### config.mk
export PLATFORM = sky130hd
export DESIGN_NAME = pipe_stage_skid_reg
export DESIGN_NICKNAME = d
export VERILOG_FILES = /design/src/rtl/pipe_stage_skid_reg.sv
export SDC_FILE = /design/constraint.sdc
export NUM_CORES = 1
export LEC_CHECK = 0
export CORE_MARGIN = 4
export CORE_UTILIZATION = 45
export CTS_CLUSTER_DIAMETER = 60
export DETAILED_ROUTE_END_ITERATION = 10
export GPL_TIMING_DRIVEN = 0
export PLACE_DENSITY = 0.8
export SETUP_SLACK_MARGIN = 0.2
export SLEW_MARGIN = 30
export SYNTH_ARGS = -nofsm -noshare
export SYNTH_HDL_FRONTEND = slang
export SYNTH_SLANG_ARGS = --single-unit
### constraint.sdc
create_clock -name clk -period 1.7 [get_ports clk]
set_input_delay 0.34 -clock clk [delete_from_list [all_inputs] [get_ports clk]]
set_output_delay 0.34 -clock clk [all_outputs]
set_load 0.01 [all_outputs]
### src/rtl/pipe_stage_skid_reg.sv
// Inter-stage pipeline register with valid/ready handshake, a two-entry skid
// buffer (MAIN drives the outputs, SKID absorbs one beat) and synchronous flush.
module pipe_stage_skid_reg #(
    parameter int                 DATA_W    = 32,
    parameter int                 NUM_DATA  = 2,
    parameter int                 PC_W      = 32,
    parameter int                 INSTR_W   = 32,
    parameter logic [INSTR_W-1:0] NOP_INSTR = '0
) (
    input  logic                       clk,
    input  logic                       reset_n,
    input  logic                       flush,
    input  logic                       in_valid,
    output logic                       in_ready,
    input  logic [NUM_DATA*DATA_W-1:0] in_data,
    input  logic [PC_W-1:0]            in_pc,
    input  logic [INSTR_W-1:0]         in_instr,
    input  logic                       in_pred_taken,
    output logic                       out_valid,
    input  logic                       out_ready,
    output logic [NUM_DATA*DATA_W-1:0] out_data,
    output logic [PC_W-1:0]            out_pc,
    output logic [INSTR_W-1:0]         out_instr,
    output logic                       out_pred_taken,
    output logic [1:0]                 occupancy
);

    logic                       mainValid;
    logic [NUM_DATA*DATA_W-1:0] mainData;
    logic [PC_W-1:0]            mainPc;
    logic [INSTR_W-1:0]         mainInstr;
    logic                       mainPred;

    logic                       skidValid;
    logic [NUM_DATA*DATA_W-1:0] skidData;
    logic [PC_W-1:0]            skidPc;
    logic [INSTR_W-1:0]         skidInstr;
    logic                       skidPred;

    logic inFire;
    logic outFire;

    // in_ready comes straight from the SKID valid flop, so out_ready never
    // reaches it combinationally.
    assign in_ready = ~skidValid;
    assign inFire   = in_valid & in_ready;
    assign outFire  = mainValid & out_ready;

    always_ff @(posedge clk or negedge reset_n) begin
        if (!reset_n) begin
            mainValid <= 1'b0;
            mainData  <= '0;
            mainPc    <= '0;
            mainInstr <= NOP_INSTR;
            mainPred  <= 1'b0;
            skidValid <= 1'b0;
            skidData  <= '0;
            skidPc    <= '0;
            skidInstr <= '0;
            skidPred  <= 1'b0;
        end else if (flush) begin
            // Flush wins over everything; an incoming beat is dropped.
            mainValid <= 1'b0;
            skidValid <= 1'b0;
            mainData  <= '0;
            mainPc    <= '0;
            mainInstr <= NOP_INSTR;
            mainPred  <= 1'b0;
        end else if (!mainValid || outFire) begin
            // MAIN is free this cycle: refill from SKID first to keep FIFO order.
            if (skidValid) begin
                mainValid <= 1'b1;
                mainData  <= skidData;
                mainPc    <= skidPc;
                mainInstr <= skidInstr;
                mainPred  <= skidPred;
                skidValid <= 1'b0;
            end else begin
                mainValid <= inFire;
                if (inFire) begin
                    mainData  <= in_data;
                    mainPc    <= in_pc;
                    mainInstr <= in_instr;
                    mainPred  <= in_pred_taken;
                end
            end
        end else if (inFire) begin
            skidValid <= 1'b1;
            skidData  <= in_data;
            skidPc    <= in_pc;
            skidInstr <= in_instr;
            skidPred  <= in_pred_taken;
        end
    end

    assign out_valid      = mainValid;
    assign out_data       = mainData;
    assign out_pc         = mainPc;
    // Bubbles never leak a stale instruction or prediction downstream.
    assign out_instr      = mainValid ? mainInstr : NOP_INSTR;
    assign out_pred_taken = mainValid & mainPred;
    assign occupancy      = {1'b0, mainValid} + {1'b0, skidValid};

endmodule

==> impl_metrics.csv, run 1 <==
group,metric,value,unit
setup_path,reg2reg_depth,7,
pwr,leakage,8.568,nW
detailed_routing,vias_per_cell,5.430,
pwr,switchingPower,4.720,mW
pwr,comb_power_share,20.4,%
logic_synthesis,syn_area_per_cell,15.58,µm²
detailed_routing,dr_total_vias,8161,
outcome,violations,"setup timing",
cts,cts_tree,"done",
sta,clock_skew,16.80,ps
setup_path,startpoint,"out_valid$_DFFE_PN0P_",
sta,fmax,520.9,MHz
cts,cts_buffers,29,
logic_synthesis,synth_edf_count,0,
sta,fin_hold_ws,298.5,ps
final_layout,final_cells,1503,
setup_path,reg2reg_slack,-210,ps
setup_path,crit_type,"flip-flop to primary output",
pwr,p_int,13.20,mW
setup_path,critical_path.endpoint,"out_instr[2]",
place,gp_congestion,0.7893,
detailed_routing,drc,0,
setup_path,critPathArrivalTime,1580,ps
logic_synthesis,synth_nets,886,
flow_run,max-cap-violations,0,
place,hpwl,19.90,mm
logic_synthesis,synth_flop_cell,"dfrtp_1",
logic_synthesis,synth_top_cell_by_area,"dfrtp_1",
setup_path,end_kind,"primary output",
cts,htree_levels,1,
global_route,grt_first_pass_wirelength,53.87,mm
pwr,max-vdd-ir-drop,0.0008845,V
floorplan,start_util,46.06,%
global_route,grt_util_all_layers,23.66,%
sta,setup_viol,295,
logic_synthesis,ys_top_cells_by_area,"dfrtp_1 56%, mux2_4 14%, mux2i_1 11%",
setup_path,reg2reg_to,"out_data[48]$_DFFE_PN0P_",
pwr,p_clk_share,35.7,%
pwr,sw_frac_of_total,26.35,%
sta,fin_tns_setup,-44260,ps
cts,clock_latency,550,ps
detailed_routing,drtPass1Iterations,4,
sta,relSlewSlack,50.61,%
min_path,hold_path_class,"primary input to asynchronous set/reset pin",
sta,rsz0062_at_grt,"yes",
cts,clk_pin_slew,60,ps
sta,fin_crit,1920,ps
logic_synthesis,synthTopCellsByCount,"260 x dfrtp_1, 129 x mux2i_1, 119 x o2bb2ai_1",
logic_synthesis,synthArstFlopShare,100.0,%
floorplan,die_area,28640,µm²
setup_path,cp.required,1360,ps
detailed_routing,wire_per_inst,24.90,µm
outcome,status,"finished with violations",
floorplan,die_y,169.2,µm
detailed_routing,drt_iter0_drc,411,
sta,worst_pin_slew,740.9,ps
final_layout,fin_nets,1284,
sta,drv_slew,0,
sta,hold_violations,0,
logic_synthesis,synth.top_cell.area_share,55.61,%
global_route,grt_overflow_total,0,
logic_synthesis,ys_seq_area_share,55.61,%
place,io_buffers,266,
global_route,antenna_found_initial,3,
setup_path,start_kind,"flip-flop",
floorplan,fp.dieW,169.2,µm
logic_synthesis,yosysMostFrequentCell,"dfrtp_1",
logic_synthesis,yosys_warnings,0,
detailed_routing,routed_wl,37.42,mm
setup_path,r2r-start,"out_valid$_DFFE_PN0P_",
setup_path,path_max_fanout,5,
place,place_area,14870,µm²
cts,cts_sinks,260,
final_layout,syn_to_final_growth,60.96,%
place,dp_cells,1350,
final_layout,drive_gt1_share,54.06,%
cts,root_buffer,"clkbuf_16",
pwr,power_frac_seq,44.0,%
sta,period_share,112.9,%
floorplan,ios,267,
logic_synthesis,syn_area,11700,µm²
logic_synthesis,synth_cell_types,24,
place,dp_slack,-508.7,ps
global_route,grt_max_degree,83,
pwr,p_total,17.92,mW
final_layout,final_cell_area,18830,µm²
detailed_routing,drtAntennaViolNets,0,
logic_synthesis,synth_cells,751,
pwr,powerDensity,951.5,nW/µm²
floorplan,row_count,58,
logic_synthesis,synth_seq_cells,260,
final_layout,fillers,1472,
floorplan,core,25400,µm²
final_layout,utilization,74.14,%
sta,fin_ws,-219.8,ps
cts,clockBufferDepth,3,
global_route,grt_pass1_vias,9035,
[worst max-delay path, cell delays in order, from the launching register on]
cell	delay, ps
dfrtp_2	460
buf_6	160
clkbuf_16	160
and2_4	140
buf_6	120
[state kept, by name, summed over array words and instances, names as in the netlist]
name and count:
skidInstr 32, mainInstr 32, out_pc 32, out_valid 1, skidValid 1, skidPc 32
out_data 64, skidPred 1, mainPred 1, skidData 64
[routing by layer]
metal | global-route usage (%) | wire length, µm
met5 | 0 | 12
met4 | 5.390 | 929
met3 | 6.476 | 2687
met2 | 39.15 | 18570
met1 | 31.40 | 15220
[placed cells by master (no fill, tap or decap), types with 5 or more instances in the layout]
| cell | synthesis | final |
|---|---|---|
| buf_12 | 10 | 31 |
| o2bb2ai_1 | 119 | 5 |
| buf_8 | 1 | 7 |
| buf_2 | 26 | 108 |
| clkinv_2 | 0 | 8 |
| mux2_2 | 19 | 19 |
| buf_16 | 0 | 25 |
| mux2i_1 | 129 | 129 |
| buf_4 | 2 | 55 |
| o2bb2ai_4 | 0 | 74 |
| and2_4 | 0 | 29 |
| clkbuf_16 | 0 | 37 |
| clkdlybuf4s50_1 | 0 | 132 |
| clkbuf_8 | 0 | 9 |
| mux2_4 | 110 | 110 |
| dfrtp_1 | 260 | 259 |
| buf_6 | 14 | 55 |
| o2bb2ai_2 | 10 | 50 |
[worst min-delay path by stage]
| stage | from | to | depth (start not counted) |
|---|---|---|---|
| 6_report | reset_n | mainInstr[24]$_DFFE_PN0P_ | 2 |
| 3_3_place_gp | mainInstr[8]$_DFFE_PN0P_ | mainInstr[8]$_DFFE_PN0P_ | 1 |
| 5_1_grt | reset_n | mainInstr[24]$_DFFE_PN0P_ | 2 |
| 4_1_cts | reset_n | mainInstr[24]$_DFFE_PN0P_ | 2 |
| 3_5_place_dp | reset_n | skidInstr[27]$_DFFE_PN0P_ | 1 |
| 2_1_floorplan | reset_n | mainInstr[0]$_DFFE_PN0P_ | 0 |
[cell type report]
class                           count  area, µm²  area share [%]
Inverter                            1      8.758         0.04651
Multi-Input combinational cell    430       6371           33.83
Buffer                             60      837.1           4.445
Timing Repair Buffer              367       3716           19.73
Antenna cell                        2      5.005         0.02658
Clock buffer                       40      847.1           4.498
Sequential cell                   260       6507           34.56
Clock inverter                     13      125.1          0.6645
Tap cell                          330      412.9           2.193
[cell families after synthesis]
family / Yosys count / share of synthesized area (%)
buffers and inverters: 61 / 4.684
AND/OR/NAND/NOR: 40 / 2.289
flip-flops: 260 / 55.61
multiplexers: 258 / 26.98
AO/OA/AOI/OAI: 131 / 10.32
adder cells (fa/ha/maj): 1 / 0.1069
[timing repair]
action / 4_1_cts / 5_1_grt
buffers inserted: 64 / 2
pin swaps: 62 / 61
resized for setup: 802 / 126
gates cloned: 24 / 7
hold buffers: 1 / 0
hold endpoints to repair: 52 / 0
setup endpoints to repair: 378 / 350
[power by group through the flow]
stage | combinational [mW] | sequential [mW] | clock (mW)
floorplan | 1.65 | 7.76 | 0
global placement | 2.75 | 7.80 | 0
detailed placement | 2.85 | 7.82 | 0
CTS | 3.27 | 7.76 | 6.45
global route | 3.86 | 7.97 | 6.74
finish | 3.65 | 7.88 | 6.39
No activity file was read; power rests on OpenSTA's default activity.
==> run 2: changes to the inputs <==
--- a/config.mk
+++ b/config.mk
@@ -10,7 +10,7 @@
 export CTS_CLUSTER_DIAMETER = 60
 export DETAILED_ROUTE_END_ITERATION = 10
 export GPL_TIMING_DRIVEN = 0
-export PLACE_DENSITY = 0.8
+export PLACE_DENSITY = 0.74
 export SETUP_SLACK_MARGIN = 0.2
 export SLEW_MARGIN = 30
 export SYNTH_ARGS = -nofsm -noshare
==> impl_metrics.csv, run 2 (synthesis results as in run 1) <==
group,metric,value,unit
setup_path,cp.required,2110,ps
sta,hold_violations,0,
global_route,antenna_found_initial,3,
setup_path,path_cells,"buf_6, buf_6, buf_6, nor2_4, nand3_4, buf_12, buf_12, clkbuf_16, mux2_4",
pwr,p_int,13.10,mW
place,io_buffers,266,
outcome,violations,"setup timing",
sta,fin_crit,1896,ps
floorplan,start_util,46.06,%
detailed_routing,vias_per_cell,5.246,
detailed_routing,routed_wl,30.79,mm
floorplan,die_y,169.2,µm
setup_path,end_kind,"flip-flop",
sta,clock_skew,14.66,ps
final_layout,fillers,1882,
global_route,grt_overflow_total,0,
sta,fin_hold_ws,214.0,ps
detailed_routing,drt_iter0_drc,419,
setup_path,cpMaxStageDelayCell,"dfrtp_1",
floorplan,row_count,58,
pwr,powerDensity,1038,nW/µm²
setup_path,crit_type,"flip-flop to flip-flop",
setup_path,reg2reg_to,"skidData[8]$_DFFE_PN0P_",
cts,clock_latency,540,ps
sta,setup_viol,282,
cts,root_buffer,"clkbuf_16",
final_layout,ff_latch_area,6507,µm²
pwr,power_frac_seq,44.8,%
floorplan,core,25400,µm²
detailed_routing,dr_total_vias,7691,
detailed_routing,wire_per_inst,21.00,µm
place,gp_congestion,0.7699,
setup_path,start_kind,"flip-flop",
cts,cts_buffers,30,
place,hpwl,19.39,mm
final_layout,multiInputGateArea,5062,µm²
sta,period_share,111.5,%
final_layout,layout_commonest_cell,"dfrtp_1",
setup_path,reg2reg_slack,-200,ps
sta,relSlewSlack,46.72,%
sta,fmax,527.5,MHz
global_route,grt_util_all_layers,20.60,%
sta,fin_ws,-195.7,ps
sta,rsz0062_at_grt,"yes",
setup_path,cpMostUsedCell,"buf_6",
setup_path,cp_slowest_stage_delay,400,ps
cts,clockBufferDepth,3,
setup_path,r2r-start,"skidValid$_DFFE_PN0P_",
floorplan,fp.dieW,169.2,µm
final_layout,drive_gt1_share,46.87,%
flow_run,max-cap-violations,0,
pwr,sw_frac_of_total,24.45,%
global_route,grt_max_degree,86,
min_path,hold_path_class,"primary input to asynchronous set/reset pin",
cts,clk_pin_slew,60,ps
pwr,p_clk_share,37.9,%
detailed_routing,drtPass1Iterations,6,
cts,htree_levels,1,
global_route,grt_pass1_vias,8361,
sta,worst_pin_slew,799.2,ps
place,place_area,14870,µm²
outcome,status,"finished with violations",
final_layout,utilization,65.75,%
setup_path,critPathArrivalTime,2310,ps
global_route,grt_first_pass_wirelength,47.79,mm
final_layout,layout_common_cells,"259 x dfrtp_1, 132 x clkdlybuf4s50_1, 129 x mux2i_1",
cts,cts_sinks,260,
final_layout,syn_to_final_growth,42.75,%
cts,cts_tree,"done",
setup_path,reg2reg_depth,9,
pwr,switchingPower,4.238,mW
detailed_routing,drtAntennaViolNets,0,
pwr,max-vdd-ir-drop,0.0008450,V
sta,drv_slew,0,
final_layout,final_cell_area,16700,µm²
pwr,comb_power_share,17.3,%
detailed_routing,drc,0,
floorplan,ios,267,
pwr,leakage,7.804,nW
floorplan,die_area,28640,µm²
setup_path,path_max_fanout,5,
final_layout,fin_nets,1248,
==> run 2: changes by cell type in the layout (fill, tap and decap cells not counted), moves of 3 or more <==
cell	before	now
clkdlybuf4s15_2	0	5
clkbuf_8	9	5
clkbuf_4	1	4
buf_16	25	5
buf_12	31	18
buf_4	55	49
o2bb2ai_2	50	59
o2bb2ai_4	74	1
o2bb2ai_1	5	69
==> run 2: final cells by class <==
class | instances | area share [%]
inverters | 1 | 0.05245
diodes | 1 | 0.01498
repair buffers | 330 | 17.82
multi-input cells | 430 | 30.31
well taps | 330 | 2.472
clock inverters | 14 | 0.9890
flip-flops and latches | 260 | 38.97
plain buffers | 60 | 4.226
clock buffers | 40 | 5.147
==> run 2: layer usage <==
| layer | global-route usage (%) | part of all wire, % | up-vias | routed length [µm] |
|---|---|---|---|---|
| li1 | - | - | 3529 | - |
| met5 | 0 | 0.094 | - | 29 |
| met1 | 28.56 | 44 | 3901 | 13450 |
| met4 | 3.955 | 1.7 | 4 | 528 |
| met3 | 5.474 | 6.9 | 44 | 2123 |
| met2 | 33.21 | 48 | 213 | 14660 |
==> run 2: power by group through the flow <==
stage / logic, mW / registers, mW / clock network, mW
final: 2.99 / 7.77 / 6.57
after global routing: 3.21 / 7.88 / 7.02
after CTS: 2.91 / 7.74 / 6.71
after detailed placement: 2.85 / 7.82 / 0
after global placement: 2.75 / 7.81 / 0
after floorplan: 1.65 / 7.76 / 0
==> run 2: worst max path at each step <==
| stage | from | end | cells past startpoint |
|---|---|---|---|
| finish | skidValid$_DFFE_PN0P_ | skidData[8]$_DFFE_PN0P_ | 9 |
| global placement | reset_n | out_valid$_DFFE_PN0P_ | 1 |
| floorplan | skidValid$_DFFE_PN0P_ | skidData[0]$_DFFE_PN0P_ | 6 |
| global route | skidValid$_DFFE_PN0P_ | skidData[10]$_DFFE_PN0P_ | 9 |
| CTS | out_valid$_DFFE_PN0P_ | out_instr[14] | 4 |
| detailed placement | in_valid | mainInstr[28]$_DFFE_PN0P_ | 6 |
==> run 2: critical path, delay by kind of cell, from the launching register on <==
kind          cells  cell delay [ps]
flops             1              400
mux               1              290
simple gates      2              230
buf+inv           6              840
==> run 2: through the flow <==
step | setup WS [ps] | cells | TNS, ps | total power, mW
2_1_floorplan | 229.3 | 751 | 0 | 9.407
3_3_place_gp | -12090 | 1347 | -2956250 | 10.55
3_5_place_dp | -471.2 | 1350 | -87020 | 10.67
4_1_cts | -227.5 | 1446 | -34320 | 17.36
5_1_grt | -239.2 | 1466 | -51340 | 18.11
6_report | -195.7 | 1466 | -38400 | 17.34
==> run 2: what timing repair did <==
item                                   CTS  global route
endpoints found under the hold margin  183             0
gates cloned                             3             6
setup endpoints to repair              374           300
hold buffers                             1             0
pin swaps                                1             1
gates resized for setup                639            84
buffers inserted                        38            13
